### src/rtl/fpu_pkg.sv
// Shared definitions for the FP issue sequencer: opcode encoding, FSM states
// and the per-opcode latency lookup.
package fpu_pkg;

    localparam logic [4:0] OP_ADD  = 5'd0;
    localparam logic [4:0] OP_SUB  = 5'd1;
    localparam logic [4:0] OP_MUL  = 5'd2;
    localparam logic [4:0] OP_DIV  = 5'd3;
    localparam logic [4:0] OP_SQRT = 5'd4;
    localparam logic [4:0] OP_MIN  = 5'd5;
    localparam logic [4:0] OP_MAX  = 5'd6;
    localparam logic [4:0] OP_LT   = 5'd7;
    localparam logic [4:0] OP_EQ   = 5'd8;
    localparam logic [4:0] OP_LEQ  = 5'd9;
    localparam logic [4:0] OP_CONV = 5'd10;
    localparam logic [4:0] OP_LAST = 5'd10;

    typedef enum logic [1:0] {
        ST_IDLE = 2'd0,
        ST_EXEC = 2'd1,
        ST_RESP = 2'd2
    } state_t;

    // Cycles from accept to result capture; single-cycle unless DIV/SQRT.
    function automatic logic [7:0] op_latency(input logic [4:0] op,
                                              input int div_lat,
                                              input int sqrt_lat);
        logic [7:0] lat;
        lat = 8'd1;
        if (op == OP_DIV)
            lat = 8'(div_lat);
        else if (op == OP_SQRT)
            lat = 8'(sqrt_lat);
        return lat;
    endfunction

endpackage

### src/rtl/fpu_op_sequencer.sv
// Issue-side controller for the FP ALU: holds operands/opcode stable for the
// whole operation, waits the opcode latency, and returns the tagged result.
//
// state   | meaning
// --------+------------------------------------------------------------
// ST_IDLE | no operation in flight, ready for a request
// ST_EXEC | ALU inputs held, cnt counting down to result capture
// ST_RESP | result held on the response channel until accepted
module fpu_op_sequencer
    import fpu_pkg::*;
#(
    parameter int TAG_W    = 5,
    parameter int DIV_LAT  = 4,
    parameter int SQRT_LAT = 4
) (
    input  logic             clk,
    input  logic             rst,
    input  logic             req_valid,
    output logic             req_ready,
    input  logic [4:0]       req_op,
    input  logic [31:0]      req_a,
    input  logic [31:0]      req_b,
    input  logic [TAG_W-1:0] req_tag,
    output logic [31:0]      alu_a,
    output logic [31:0]      alu_b,
    output logic [4:0]       alu_op,
    input  logic [31:0]      alu_result,
    output logic             resp_valid,
    input  logic             resp_ready,
    output logic [31:0]      resp_data,
    output logic [TAG_W-1:0] resp_tag,
    output logic             resp_err,
    output logic             busy
);

    state_t             state_q;
    state_t             state_d;
    logic [7:0]         cnt_q;
    logic [TAG_W-1:0]   tag_q;
    logic               illegal_q;
    logic               req_illegal;
    logic               accept;
    logic               capture;

    assign req_ready   = (state_q == ST_IDLE) || ((state_q == ST_RESP) && resp_ready);
    assign accept      = req_valid && req_ready;
    assign capture     = (state_q == ST_EXEC) && (cnt_q == 8'd0);
    assign req_illegal = (req_op > OP_LAST);
    assign busy        = (state_q != ST_IDLE);

    always_comb begin
        state_d = state_q;
        case (state_q)
            ST_IDLE: if (req_valid) state_d = ST_EXEC;
            ST_EXEC: if (cnt_q == 8'd0) state_d = ST_RESP;
            ST_RESP: if (resp_ready) state_d = req_valid ? ST_EXEC : ST_IDLE;
            default: state_d = ST_IDLE;
        endcase
    end

    always_ff @(posedge clk or posedge rst) begin
        if (rst) begin
            state_q    <= ST_IDLE;
            cnt_q      <= 8'd0;
            tag_q      <= '0;
            illegal_q  <= 1'b0;
            alu_a      <= 32'd0;
            alu_b      <= 32'd0;
            alu_op     <= 5'd0;
            resp_valid <= 1'b0;
            resp_data  <= 32'd0;
            resp_tag   <= '0;
            resp_err   <= 1'b0;
        end else begin
            state_q <= state_d;

            // Illegal opcodes still take one EXEC cycle so every request gets a response.
            if (accept) begin
                alu_a     <= req_a;
                alu_b     <= req_b;
                alu_op    <= req_illegal ? 5'd0 : req_op;
                tag_q     <= req_tag;
                illegal_q <= req_illegal;
                cnt_q     <= req_illegal ? 8'd0
                                         : op_latency(req_op, DIV_LAT, SQRT_LAT) - 8'd1;
            end else if ((state_q == ST_EXEC) && (cnt_q != 8'd0)) begin
                cnt_q <= cnt_q - 8'd1;
            end

            if (capture) begin
                resp_valid <= 1'b1;
                resp_data  <= illegal_q ? 32'd0 : alu_result;
                resp_tag   <= tag_q;
                resp_err   <= illegal_q;
            end else if ((state_q == ST_RESP) && resp_ready) begin
                resp_valid <= 1'b0;
            end
        end
    end

endmodule

### config.mk
export PLATFORM = sky130hd
export DESIGN_NAME = fpu_op_sequencer
export DESIGN_NICKNAME = d
export VERILOG_FILES = /design/src/rtl/fpu_pkg.sv /design/src/rtl/fpu_op_sequencer.sv
export SDC_FILE = /design/constraint.sdc
export NUM_CORES = 1
export LEC_CHECK = 0
export BUFFER_PORTS_ARGS = -buffer_cell sky130_fd_sc_hd__buf_2
export CAP_MARGIN = 30
export CORE_ASPECT_RATIO = 1.1
export CORE_MARGIN = 2
export CORE_UTILIZATION = 45
export CTS_CLUSTER_SIZE = 10
export DETAILED_ROUTE_END_ITERATION = 10
export PLACE_DENSITY = 0.79
export SLEW_MARGIN = 20
export SYNTH_ARGS = -nofsm -noshare
export SYNTH_HDL_FRONTEND = slang
export SYNTH_SLANG_ARGS = --single-unit
### constraint.sdc
create_clock -name clk -period 9.7 [get_ports clk]
set_input_delay 1.455 -clock clk [delete_from_list [all_inputs] [get_ports clk]]
set_output_delay 1.455 -clock clk [all_outputs]
set_load 0.005 [all_outputs]
Word-level counts from Yosys, hierarchy flattened
Cells that the tools add are included.
W data, S select, Z words.

operators by class
  $add $sub $neg = 2
  $lt $le $gt $ge = 1
  equality and inequality tests = 7
  mux-type cells = 15
  reductions and logical operators = 12

operators with widths
  operator               count
  $mux W32               1
  $mux W8                4
  $sub A8 B1 Y8 const B  2
  $logic_not A8 Y1       1
  $reduce_bool A8 Y1     1
  $mux W2                3
  $mux W3                2
  $ne A2 B2 Y1 const B   3
  $pmux W2 S3            1
  $reduce_bool A2 Y1     3
  $eq A5 B2 Y1 const B   1
  $eq A5 B3 Y1 const B   1
  $gt A5 B4 Y1 const B   1
  $mux W5                1
  $logic_and A1 B1 Y1    4
  $mux W1                3
  $reduce_and A3 Y1      1
  $eq A2 B1 Y1 const B   1
  $eq A2 B2 Y1 const B   1
  $logic_not A2 Y1       1
  $logic_or A1 B1 Y1     1

word-level totals
  bits in registers = 124
  input bits = 110
  logic and storage cells = 48

Longest topological paths before layout
Gate-level depths: netlist of run 1.

  word-level depth = 8
  gate-level depth with buffers = 8

Worst setup path after synthesis of run 1
No wires, ideal clock.

  kind = input to output
  start point = input port resp_ready
  end point = output port req_ready
  data arrival time = 1806 ps
  path slack = 6439 ps
  stages = 2
  buffers on the path = 0
  path through = and2b_1 -> nor2_1

between the ends
  word-level cells in the longest chain between the ends = 2

RTL lines
  what                 RTL line                text
  start, declared      fpu_op_sequencer.sv:29  input logic resp_ready,
  $logic_and A1 B1 Y1  fpu_op_sequencer.sv:45  assign req_ready = (state_q == ST_IDLE) || ((state_q == ST_RESP) && resp_ready);
  $logic_or A1 B1 Y1   fpu_op_sequencer.sv:45
  end, declared        fpu_op_sequencer.sv:19  output logic req_ready,

Every way passes these cells.

Worst setup path in the final report of run 1
Same ends and word-level chain as after synthesis.

==> flow_summary.toml, run 1 <==
[sta]
setup_ws_ns = 6.08
hold_viol_final = 0
fmax_ghz = 0.276
setup_violations = 0
rsz0062_at_grt = "no"
holdWs_ns = 0.467
tightest_slew_ns = 0.836
drv_slew = 0
slew-limit-headroom_pct = 44.3
post-route-period-util_pct = 37.4
finalCriticalPeriod_ns = 3.62
fin_setup_tns_ns = 0
skew_ns = 0.00768

[route]
avgViaCountPerCell = 4.79
vias = 4344
routedWlPerCell_um = 13.6
initialDrtViolationCount = 202
antenna_left = 0
drc_errors = 0
dr.pass1.iters = 4
wl_mm = 12.3

[power_and_ir_drop]
comb_power_share_pct = 33.6
power_switching_uw = 764
p_per_area_mw_per_mm2 = 322
sw_frac_of_total_pct = 34.8
p_clk_share_pct = 25.2
internal-power_uw = 1430
ir_drop_mv = 0.124
leakagePower_uw = 0.00378
power_frac_seq_pct = 41.2
finalPower_uw = 2190

[placement]
dp_hpwl_mm = 8.50
io_buffers = 219
gp_congestion = 0.824
place_area_mm2 = 0.00627
dp_slack_ns = 6.09

[final_layout]
design_area_mm2 = 0.00682
diodes = 0
area_growth_pct = 34.2
final_nets = 860
drive_gt1_share_pct = 35.5

[grt]
grt_max_degree = 79
grt_usage_pct = 20.5
grt_pass1_wl_mm = 20.0
grt_pass1_vias = 4332
antenna_found_initial = 0
grt-ovfl-total = 0

[setup_path]
critPathCaptureType = "primary output"
critical_path_class = "input pin to primary output"
setup.worst_path.start_class = "input pin"
rr_startpoint = "cnt_q[0]"
startpoint = "resp_ready"
worstPathArrival_ns = 2.17
critical_path_required_ns = 8.25
crit_fanout = 5

[synthesis]
syn-num-nets = 645
syn_avg_cell_area_um2 = 9.56
yosys.area.top_type = "dfrtp_1"
yosysMostFrequentCell = "nand2_1"
synth_cell_types = 43
synthTopCellsByCount = "nand2_1, dfrtp_1, o21ai_0"
ys_ff_latch = 124
ys_seq_area_share_pct = 61.0
synthFlopType = "dfrtp_1"
synth_cells = 532
ys_warn_count = 0
synth_top_area_share_pct = 61.0
synth-edff-count = 0
synth_area_leaders = "dfrtp_1, nand2_1, nand2b_1"
async_reset_ff_share_pct = 100
netlist_area_mm2 = 0.00508

[die]
row_count = 40
die_w_um = 105
fp.dieH_um = 115
start_util_pct = 46.4
coreArea_mm2 = 0.0110
io_pins = 220
die_area_mm2 = 0.0122

[clock_tree]
cts_inserted_buffers = 17
clk_pin_slew_ns = 0.05
clkSinkCount = 124
ctsHtreeMaxLevel = 4
cts-root-buf = "clkbuf_16"
post_cts_buffers = 0
clock_path_buffers = 2
cts_resized = 0
cts_tree = "yes"
cts_hold_buf = 0
clock_latency_ns = 0.40

[min_path]
holdCritStartpoint = "alu_b[22]"
hold_class = "flop to flop"

[outcome]
status = "completed"

[job]
cap_violations = 0
[state kept, by name, indices dropped and copies added, names as in the netlist, 2 cells and up]
signal / cells
alu_a: 32
alu_b: 32
alu_op: 5
cnt_q: 8
resp_data: 32
resp_tag: 5
state_q: 2
tag_q: 5
[cells by family (layout without fill, tap and decap cells)]
logic type               count (synthesis)  in the layout  share of synthesized area [%]
flip-flops                             124            124                           61.0
AND/OR/NAND/NOR                        308            308                           26.3
adder cells (fa/ha/maj)                  3              3                          0.738
AO/OA/AOI/OAI                           56             56                           7.16
buffers and inverters                   33            261                           2.81
XOR/XNOR                                 1              1                          0.172
multiplexers                             7              7                           1.82
[cell type report]
class	instances	area, um^2
Timing Repair Buffer	223	1150
Fill cell	902	4140
Sequential cell	124	3100
Clock buffer	21	450
Inverter	6	25.0
Tap cell	147	184
Clock inverter	11	71.3
Multi-Input combinational cell	375	1840
[cell usage in the layout (no fill, tap or decap), drive strengths merged, types with 3 or more instances in the layout]
cell and instances:
o21ai 37, buf 223, nand3 3, clkinv 5, clkbuf 21, mux2 6, or2 4, clkinvlp 5
ha 3, dfrtp 124, nand2b 35, a22o 4, nor2 9, inv 7, nand2 242
[through the flow]
step / util (%) / instances
floorplan: - / 532
global placement: 57.2 / 874
detailed placement: 57.2 / 874
CTS: 62.0 / 906
global route: 62.2 / 907
finish: 62.2 / 907
[layer usage]
metal  track usage [%]  wire (um)
met2              36.3       6320
met1              24.7       5020
met4              6.13        138
met5                 0          0
met3              5.62        841
[final timing paths]
kind / endpoint / slack (ns) / cells past startpoint
min in group asynchronous: alu_a[28] / 1.11 / 2
worst min register to register: alu_b[22] / 0.47 / 2
max in group asynchronous: alu_b[31] / 7.48 / 4
worst min-delay path: alu_b[22] / 0.47 / 2
worst max register to register: resp_tag[3] / 7.33 / 5
worst max-delay path: req_ready / 6.08 / 4
[critical path, cell delays in order]
cell	delay [ns]
buf_2	0.11
and2b_1	0.37
nor2_1	0.10
buf_2	0.14
[power by group through the flow]
| stage | clock, uW | sequential, uW | combinational [uW] |
|---|---|---|---|
| floorplan | 0 | 903 | 409 |
| global placement | 0 | 893 | 710 |
| detailed placement | 0 | 905 | 748 |
| CTS | 563 | 902 | 751 |
| global route | 591 | 930 | 841 |
| finish | 553 | 903 | 738 |
Note: power is estimated with default switching activity, not from simulation.
==> inputs of run 2 (changes only) <==
clock period = 3.5 ns   (was 9.7 ns; I/O delays follow)
==> flow_summary.toml, run 2 (synthesized netlist as in run 1, its figures left out) <==
[outcome]
status = "completed"

[route]
drc_errors = 0
wl_mm = 12.3
antenna_left = 0
avgViaCountPerCell = 4.77
initialDrtViolationCount = 238
routedWlPerCell_um = 13.6
dr.pass1.iters = 6
vias = 4321

[grt]
grt-ovfl-total = 0
antenna_found_initial = 0
grt_pass1_wl_mm = 20.2
use_met2_pct = 35.8
grt_busiest_layer = "met2"
use_met1_pct = 25.9
met3_usage_pct = 4.78
grt_usage_pct = 20.8
grt_pass1_vias = 4369
grt_max_degree = 91

[final_layout]
ff_latch_area_mm2 = 0.00310
layout_commonest_cell = "nand2_1"
mostFrequentLayoutCells = "nand2_1, buf_2, dfrtp_1, o21ai_0, nand2b_1"
drive_gt1_share_pct = 35.7
final_nets = 859
multi_input_comb_area_mm2 = 0.00184
reg_top3 = "alu_a (32), alu_b (32), resp_data (32)"
fillers = 900
diodes = 0
area_growth_pct = 36.0

[sta]
drv_slew = 0
slew-limit-headroom_pct = 40.5
rsz0062_at_grt = "no"
tightest_slew_ns = 0.892
setup_violations = 0
hold_viol_final = 0
fmax_ghz = 0.424
skew_ns = 0.0101
holdWs_ns = 0.237
fin_setup_tns_ns = 0
finalCriticalPeriod_ns = 2.36
post-route-period-util_pct = 67.3

[clock_tree]
clock_latency_ns = 0.41
post_cts_buffers = 0
clk_pin_slew_ns = 0.06
clkSinkCount = 124
cts_hold_buf = 0
cts_resized = 0
cts-root-buf = "clkbuf_16"
cts_tree = "yes"
clock_path_buffers = 2
cts_inserted_buffers = 17
ctsHtreeMaxLevel = 4

[setup_path]
critPathCaptureType = "flop"
rr_worst_depth = 5
r2r_end = "resp_tag[3]"
setup.worst_path.start_class = "flop"
critical_path_required_ns = 3.78
crit_fanout = 72
critical_path_class = "flop to flop"
r2r_slack_ns = 1.14
rr_startpoint = "cnt_q[0]"
worstPathArrival_ns = 2.64

[min_path]
hold_class = "input pin to asynchronous set/reset pin"

[placement]
gp_congestion = 0.781
dp_hpwl_mm = 8.69
io_buffers = 219

[die]
fp.dieH_um = 115
coreArea_mm2 = 0.0110
die_w_um = 105
die_area_mm2 = 0.0122
row_count = 40
io_pins = 220
start_util_pct = 46.4

[power_and_ir_drop]
p_per_area_mw_per_mm2 = 920
finalPower_uw = 6360
leakagePower_uw = 0.00382
ir_drop_mv = 0.373

[job]
cap_violations = 0
-- run 2: changes by cell type in the layout (fill, tap and decap cells not counted), sizes merged --
| cell | change |
|---|---|
| bufinv | +3 |
| clkinvlp | -2 |
| buf | -1 |
| clkbuf | -1 |
| clkinv | -1 |
| inv | +1 |
-- run 2: worst max-delay path by stage --
stage                   start     endpoint  slack (ns)  cells after the start
floorplan           req_op[0]     cnt_q[5]        1.25                      7
global placement    req_op[0]     cnt_q[5]        1.01                      8
finish               cnt_q[0]  resp_tag[3]        1.14                      5
detailed placement  req_op[0]     cnt_q[5]        0.97                      8
global route         cnt_q[0]  resp_tag[3]        0.98                      5
CTS                  cnt_q[0]  resp_tag[3]        1.13                      5
-- run 2: through the flow --
stage               area (um^2)  cells  worst slack (ns)  util (%)
finish                     6920    906              1.14      63.1
global route               6920    906             0.979      63.1
CTS                        6920    906              1.13      63.1
detailed placement         6300    874             0.972      57.5
global placement           6300    874              1.01      57.5
floorplan                  5090    532              1.25         -
-- run 2: layout make-up --
class | instances | area share [%]
inverter | 6 | 0.380
tap | 147 | 2.66
clock buffer | 20 | 6.60
clock inverter | 12 | 2.30
sequential | 124 | 44.9
timing repair buffer | 222 | 16.5
multi-input combinational | 375 | 26.7
-- run 2: power breakdown --
part           switching [uW]  internal (uW)  total [uW]
sequential                408           2090        2500
combinational            1100            962        2060
clock                     641           1160        1810
total                    2150           4220        6360
-- run 2: worst max-delay path, stage by stage, from the launching register on --
cell,delay [ns]
dfrtp_1,0.40
inv_1,0.09
ha_1,0.14
nor3b_1,0.47
nand3_4,0.60
mux2_4,0.52
-- run 2: routing by layer --
layer	wire, um	part of all wire, %	vias up
met3	713	5.8	11
met2	6210	50	162
met1	5250	43	2026
met4	133	1.1	0
li1	-	-	2122
met5	0	0	-
